### config.mk
export PLATFORM = sky130hd
export DESIGN_NAME = dlx_pipe_id
export DESIGN_NICKNAME = d
export VERILOG_FILES = /design/src/rtl/dlx_pipe_id.sv
export SDC_FILE = /design/constraint.sdc
export NUM_CORES = 2
export LEC_CHECK = 0
export CORE_MARGIN = 10
export CORE_UTILIZATION = 60
export CTS_CLUSTER_DIAMETER = 150
export DETAILED_ROUTE_END_ITERATION = 8
export PLACE_DENSITY = 0.8
export SYNTH_ARGS = -nofsm -noshare
export SYNTH_HDL_FRONTEND = slang
export SYNTH_SLANG_ARGS = --single-unit
### constraint.sdc
create_clock -name clk -period 67.2 [get_ports clk]
set_input_delay 20.16 -clock clk [delete_from_list [all_inputs] [get_ports clk]]
set_output_delay 20.16 -clock clk [all_outputs]
set_load 0.005 [all_outputs]
### src/rtl/dlx_pipe_id.sv
// dlx_pipe_id -- DLX instruction-decode stage.
// Holds the 32x32 register file, decodes if_id_ir, resolves branches/jumps
// in ID (id_cond/id_npc back to fetch), detects load-use and branch-operand
// hazards (stall to fetch) and launches operands into the ID/EX registers.
// Ports:
//   clk, rst                 clock, async active-high reset
//   dc_wait                  data-cache miss; freezes ID/EX
//   if_id_ir, if_id_npc      instruction in ID and its PC+4
//   wb_we, wb_rd, wb_data    register-file write port
//   ex_mem_we, ex_mem_rd     destination of the instruction in MEM
//   stall, id_cond, id_npc   combinational feedback to fetch
//   id_ex_*                  ID/EX pipeline registers
module dlx_pipe_id (
  input  logic        clk,
  input  logic        rst,
  input  logic        dc_wait,
  input  logic [31:0] if_id_ir,
  input  logic [31:0] if_id_npc,
  input  logic        wb_we,
  input  logic [4:0]  wb_rd,
  input  logic [31:0] wb_data,
  input  logic        ex_mem_we,
  input  logic [4:0]  ex_mem_rd,
  output logic        stall,
  output logic        id_cond,
  output logic [31:0] id_npc,
  output logic [31:0] id_ex_a,
  output logic [31:0] id_ex_b,
  output logic [31:0] id_ex_imm,
  output logic [31:0] id_ex_ir,
  output logic [31:0] id_ex_npc
);

  localparam logic [31:0] NOP_IR = 32'h5400_0000;

  function automatic logic is_load(input logic [5:0] opc);
    return opc inside {6'h20, 6'h21, 6'h23, 6'h24, 6'h25};
  endfunction

  // Destination register of an instruction; 0 means "writes nothing".
  function automatic logic [4:0] dest_of(input logic [31:0] ir);
    logic [5:0] opc;
    logic [4:0] d;
    opc = ir[31:26];
    d   = 5'd0;
    if (opc == 6'h00)
      d = ir[15:11];
    else if (opc == 6'h03 || opc == 6'h13)
      d = 5'd31;
    else if (is_load(opc) || (opc inside {[6'h08:6'h0F], [6'h18:6'h1D]}))
      d = ir[20:16];
    return d;
  endfunction

  logic [31:0] regs [32];

  logic [5:0]  op;
  logic [4:0]  rs1, rs2;
  logic [31:0] rd_a, rd_b, imm_sext, off_sext;
  logic        use_rs1, use_rs2;
  logic [4:0]  ex_rd;
  logic        load_use, br_hazard;
  logic        cond_raw;

  assign op       = if_id_ir[31:26];
  assign rs1      = if_id_ir[25:21];
  assign rs2      = if_id_ir[20:16];
  assign imm_sext = {{16{if_id_ir[15]}}, if_id_ir[15:0]};
  assign off_sext = {{6{if_id_ir[25]}}, if_id_ir[25:0]};

  // Reads see a same-cycle writeback so WB->ID needs no extra bubble.
  assign rd_a = (rs1 == 5'd0) ? 32'd0 :
                (wb_we && wb_rd == rs1) ? wb_data : regs[rs1];
  assign rd_b = (rs2 == 5'd0) ? 32'd0 :
                (wb_we && wb_rd == rs2) ? wb_data : regs[rs2];

  // Stores read the data register through the rs2 field.
  assign use_rs1 = !(op inside {6'h02, 6'h03, 6'h15});
  assign use_rs2 = (op == 6'h00) || (op inside {6'h28, 6'h29, 6'h2B});

  assign ex_rd    = dest_of(id_ex_ir);
  assign load_use = is_load(id_ex_ir[31:26]) && (ex_rd != 5'd0) &&
                    ((use_rs1 && rs1 == ex_rd) || (use_rs2 && rs2 == ex_rd));

  // Branches resolve in ID, so their operand cannot be forwarded from EX/MEM.
  assign br_hazard = (op inside {6'h04, 6'h05, 6'h12, 6'h13}) && (rs1 != 5'd0) &&
                     ((rs1 == ex_rd) || (ex_mem_we && ex_mem_rd == rs1));

  assign stall = (load_use || br_hazard) && !dc_wait;

  always_comb begin
    cond_raw = 1'b0;
    id_npc   = if_id_npc;
    case (op)
      6'h04: begin
        cond_raw = (rd_a == 32'd0);
        if (cond_raw) id_npc = if_id_npc + imm_sext;
      end
      6'h05: begin
        cond_raw = (rd_a != 32'd0);
        if (cond_raw) id_npc = if_id_npc + imm_sext;
      end
      6'h02, 6'h03: begin
        cond_raw = 1'b1;
        id_npc   = if_id_npc + off_sext;
      end
      6'h12, 6'h13: begin
        cond_raw = 1'b1;
        id_npc   = rd_a;
      end
      default: ;
    endcase
  end

  assign id_cond = cond_raw && !stall;

  always_ff @(posedge clk or posedge rst) begin
    if (rst) begin
      for (int i = 0; i < 32; i++) regs[i] <= 32'd0;
    end else if (wb_we && wb_rd != 5'd0) begin
      regs[wb_rd] <= wb_data;
    end
  end

  always_ff @(posedge clk or posedge rst) begin
    if (rst) begin
      id_ex_ir  <= NOP_IR;
      id_ex_npc <= 32'd0;
      id_ex_a   <= 32'd0;
      id_ex_b   <= 32'd0;
      id_ex_imm <= 32'd0;
    end else if (!dc_wait) begin
      if (stall) begin
        id_ex_ir  <= NOP_IR;
        id_ex_npc <= 32'd0;
        id_ex_a   <= 32'd0;
        id_ex_b   <= 32'd0;
        id_ex_imm <= 32'd0;
      end else begin
        id_ex_ir  <= if_id_ir;
        id_ex_npc <= if_id_npc;
        id_ex_a   <= rd_a;
        id_ex_b   <= rd_b;
        id_ex_imm <= imm_sext;
      end
    end
  end

endmodule

; Word-level counts from Yosys, hierarchy flattened
; Cells that the tools add are included.
[totals]
elab_cells = 138
in_bits = 111
register_bits = 1184
output_inout_bits = 194
[classes]
n_reduce_logical = 41
bitwise = 3
addsub = 2
n_mux = 25
order_cmp = 8
eq_ne = 22
[ops]
columns = operator, count
row1 = $bwmux W1024, 1
row2 = $mux W32, 16
row3 = $bmux W32 S5, 2
row4 = $demux W32 S5, 1
row5 = $pmux W32 S4, 1
row6 = $add A32 B32 Y32, 2
row7 = $eq A6 B6 Y1 const B, 8
row8 = $logic_not A32 Y1, 1
row9 = $reduce_bool A32 Y1, 1
row10 = $eq A5 B5 Y1, 5
row11 = $eq A6 B5 Y1 const B, 4
row12 = $reduce_bool A5 Y1, 4
row13 = $eq A6 B2 Y1 const B, 3
row14 = $ge A6 B6 Y1 const B, 3
row15 = $not A5 Y6, 3
row16 = $logic_and A1 B1 Y1, 15
row17 = $mux W5, 3
row18 = $eq A6 B3 Y1 const B, 2
row19 = $logic_not A6 Y1, 2
row20 = $logic_not A5 Y1, 2
row21 = $ge A6 B4 Y1 const B, 1
row22 = $ge A6 B5 Y1 const B, 1
row23 = $le A6 B4 Y1 const B, 1
row24 = $le A6 B5 Y1 const B, 1
row25 = other kinds (9), 18

; Depth between registers and ports, before layout
[depth]
depth_word = 15
ltp_mapped = 20
depth_no_buf = 13

; Worst setup path before layout
; OpenSTA, ideal clock, no wires.
[synth_path]
path_kind = input port to output port
from = input if_id_ir[22]
to = output id_npc[0]
path_buffers = 6
t_required_ps = 47040
path_slack_ps = 23197
arrival_ps = 23843
cell_stages = 17
cell_sequence = buf_2 buf_2 clkbuf_1 buf_1 mux4_2 mux2i_1 nor2_1 a2111oi_0 and4_1 o221ai_1 nor4_1 a221o_1 or2_1 buf_6 nor2_8 buf_6 a221o_1
[synth_via]
elab_chain_len = 9
word_cells_on_any_way = 14
cone_classes = eq/ne: 1 / mux: 8 / bitwise: 1 / reduce/logical: 4
[synth_rtl]
columns = element, line_no
row1 = "start, declared", 17  ; input logic [31:0] if_id_ir,
row2 = $not A5 Y6 (implied by the code), 73  ; (wb_we && wb_rd == rs1) ? wb_data : regs[rs1];
row3 = $bmux W32 S5, 73
row4 = $mux W32 (implied by the code) (2 in series), 73
row5 = $mux W32, 73
row6 = $mux W32 (*), 72  ; assign rd_a = (rs1 == 5'd0) ? 32'd0 :
row7 = $reduce_bool A32 Y1 or $logic_not A32 Y1 (tied branches), "100, 96"
row8 = "$mux W32, on equally long branches", "101, 97"
row9 = $pmux W32 S4 (*), 94  ; case (op)
row10 = "end, declared", 26  ; output logic [31:0] id_npc,
; Every way passes the cells marked *; elsewhere a longest branch is shown, timed or not. The select of a mux whose other input is x is not followed.

; Worst setup path after layout
[layout_path]
from = input if_id_ir[21]
to = output id_npc[1]
; Same word-level chain as after synthesis.

==> summary.txt <==
Run status
  – Status: finished clean

Cells and area
  – Fin area: 71500 um^2
  – Area grow syn2layout: 12.3%
  – Post-Layout Cell Count: 6371
  – Most frequent cells in the layout: dfrtp_1 (1149), mux2_2 (1023), mux4_2 (416)
  – Share of layout cells above drive strength 1: 36.9%
  – Commonest non-fill, non-tap cell in the layout: dfrtp_1
  – NumNets Final: 5034

Clocking
  – Worst skew pair latency: 0.72 ns
  – Number of buffers added for setup after CTS: 0
  – Num CTS Buffers: 116
  – CTS tree: built
  – CTS Root Buffer Type: clkbuf_16
  – Cts repair resizes: 0
  – Clock slew at reported path FFs: 0.06 ns
  – Cts hold-fix bufs: 0
  – CTS H-tree depth: 3
  – Clk buf depth: 3
  – Clk sinks: 1152

Yosys
  – Cell taking the most area after synthesis: dfrtp_1
  – Yosys warnings: 0
  – Flops & latches, synth: 1152
  – Synthesized instance count: 4848
  – Number of synthesized flops with an enable pin: 0
  – Dominant synthesized flop cell: dfrtp_1
  – Post-synth cell types: 82
  – Synth Cell Area: 63700 um^2
  – Share of the synthesized area in the top cell type: 45.1%
  – Post-synthesis sequential area ratio: 45.3%
  – Synth top area cells: dfrtp_1 (45%), mux2_2 (18%), mux4_2 (15%)
  – Post-synth ARST share: 100%
  – Mean area per synthesized cell: 13.1 um^2
  – Syn nets: 5006

Job
  – Max Cap Viol: 0

Power
  – Part of the power in registers: 44.4%
  – Internal power component: 1.49 mW
  – Combinational fraction of design power: 22.4%
  – Switching Fraction: 28.3%
  – Total Power Consumption: 2.08 mW
  – Clock power frac: 33.2%
  – Net Sw Power: 0.587 mW
  – PD cells: 29.0 nW/um^2
  – Worst vdd ir: 0.0230 mV
  – Static Leak: 31.2 nW

STA
  – Final Skew: 0.0349 ns
  – Setup_tns: 0 ns
  – Achievable Freq: 20.8 MHz
  – Worst relative slew slack: 10.3%
  – Max-slew violations: 0
  – Period utilization: 71.6%
  – Setup violators final: 0
  – Worst-Margin Slew: 1.34 ns
  – PnR worst setup slack: 19.10 ns
  – Fin crit period: 48.10 ns
  – Hold Fails Final Rpt: 0
  – Unrepaired setup endpoints after global routing: no

Place
  – Placed cell area: 67500 um^2
  – Hpwl dp: 130000 um
  – Gp weighted congestion: 0.958
  – Post-Place Cells: 6149
  – I/O Buffers: 304
  – Post-placement worst setup slack: 19.29 ns

Worst setup path
  – CP Class: primary input to output port
  – Delay of the slowest critical-path stage: 1.09 ns
  – Critical path arrival: 27.94 ns
  – CP cell instances: buf_8 -> buf_4 -> buf_4 -> xnor2_1 -> nand4_1 -> nor2_2 -> nor2_1 -> a32o_1 -> or4_1 -> or3_1 -> a221o_1 -> nor2_4 -> nand2_2 -> a221o_1 -> clkdlybuf4s50_1
  – WP data required: 47.04 ns
  – Crit path max fanout: 84
  – Critical path capture point type: output port
  – Critical Path Source Type: primary input
  – Slowest-stage cell, CP: nor2_2

Routing
  – DRC: 0
  – DR vias/cell: 7.35
  – Routed len/inst: 33.8 um
  – Via count: 46806
  – Post-Route WL: 215000 um
  – Total iterations of the first detailed-routing run: 6
  – Number of routed nets with antenna violations: 0
  – DR iter-0 viols: 6522

Floorplan
  – Die area: 120000 um^2
  – Die Y-Extent: 346 um
  – Die W: 346 um
  – Core area: 105000 um^2
  – Initial core utilization: 60.4%
  – Row count: 119
  – I/O pin count: 305

Worst hold path
  – Type of the most critical hold path: flop to flop

GRT
  – Pin count of the biggest net entering global routing: 178
  – Total GRT Usage: 35.2%
  – Initial antenna violation count: 16
  – Grt total ovfl: 0
  – First-pass GRT wire length: 317000 um
  – Vias in the first global route: 47046
==> state kept, by name (all words and copies together), names as in the netlist <==
name / count
regs: 1024
id_ex_a: 32
id_ex_b: 32
id_ex_npc: 32
id_ex_imm: 16
id_ex_ir: 16
==> cells by family (layout without fill, tap and decap cells) <==
family | count (synthesis) | after routing | synth area share, %
adder cells (fa/ha/maj) | 47 | 47 | 0.935
multiplexers | 1722 | 1722 | 37.3
AO/OA/AOI/OAI | 703 | 703 | 7.47
other | 0 | 9 | 0
XOR/XNOR | 60 | 60 | 0.825
flip-flops | 1152 | 1152 | 45.3
AND/OR/NAND/NOR | 621 | 621 | 4.54
buffers and inverters | 543 | 666 | 3.68
==> power by group through the flow <==
| stage | clock (mW) | combinational (mW) | sequential [mW] |
|---|---|---|---|
| 3_3_place_gp | 0 | 0.443 | 0.915 |
| 3_5_place_dp | 0 | 0.456 | 0.926 |
| 5_1_grt | 0.720 | 0.493 | 0.934 |
| 6_report | 0.689 | 0.466 | 0.921 |
| 4_1_cts | 0.690 | 0.460 | 0.915 |
| 2_1_floorplan | 0 | 0.330 | 0.898 |
==> area by class of cell <==
cell class | instances | area (um^2)
fillers | 7269 | 33900
multi-input cells | 3153 | 32800
flip-flops and latches | 1152 | 28800
repair buffers | 432 | 4040
clock buffers | 160 | 3300
well taps | 1391 | 1740
clock inverters | 53 | 709
inverters | 21 | 86.3
diodes | 9 | 22.5
==> cell usage after synthesis (7+ instances only) <==
cell / number
dfrtp_1: 1149
mux2_2: 1023
mux4_2: 416
clkbuf_1: 333
mux2i_1: 281
nand2_1: 268
o21ai_0: 157
a21oi_1: 131
nor2_1: 126
buf_1: 95
a22oi_1: 93
nor3_1: 47
ha_1: 46
buf_4: 45
buf_2: 38
o22ai_1: 38
a211oi_1: 34
xnor2_1: 33
o211ai_1: 30
nand2b_1: 29
nand3_1: 29
a211o_1: 28
a22o_1: 28
xor2_1: 27
o221ai_1: 26
nor2b_1: 22
a221oi_1: 21
a221o_1: 20
inv_1: 20
a21o_1: 18
and3_1: 16
o31ai_1: 13
nand4_1: 12
or3_1: 12
and2_1: 9
buf_6: 9
o21a_1: 9
o21bai_1: 9
nand3b_1: 8
nor4_1: 8
nor3b_1: 7
==> worst max-delay path, delay by kind of cell <==
family                    cells  cell delay [ns]
AOI/OAI and AO/OA             3             1.21
xor gates and xnor gates      1             0.19
buffers and inverters         4             2.73
and+or+nand+nor               7             3.34
==> through the flow <==
step,hold WS (ns),utilization [%]
2_1_floorplan,0.441,-
3_3_place_gp,0.378,64.0
3_5_place_dp,0.387,64.0
4_1_cts,0.398,67.8
5_1_grt,0.408,67.8
6_report,0.398,67.8
==> final timing paths <==
kind	start	endpoint	slack [ns]	cells after the start
max	if_id_ir[21]	id_npc[1]	19.10	15
min	regs[1007]	regs[1007]	0.40	0
max reg2reg	id_ex_ir[27]	id_ex_b[27]	63.18	12
min reg2reg	regs[1007]	regs[1007]	0.40	0
max in group asynchronous	rst	regs[941]	43.04	6
min in group asynchronous	rst	id_ex_npc[31]	20.00	2
==> metal layers <==
layer / vias to the layer above / part of all wire [%] / GRT usage [%]
met5: - / 0.13 / 0.734
met4: 20 / 7.2 / 21.8
met3: 891 / 13 / 11.8
met2: 3420 / 43 / 51.6
met1: 24045 / 36 / 45.0
li1: 18430 / - / -
(Power assumes the default switching activity.)
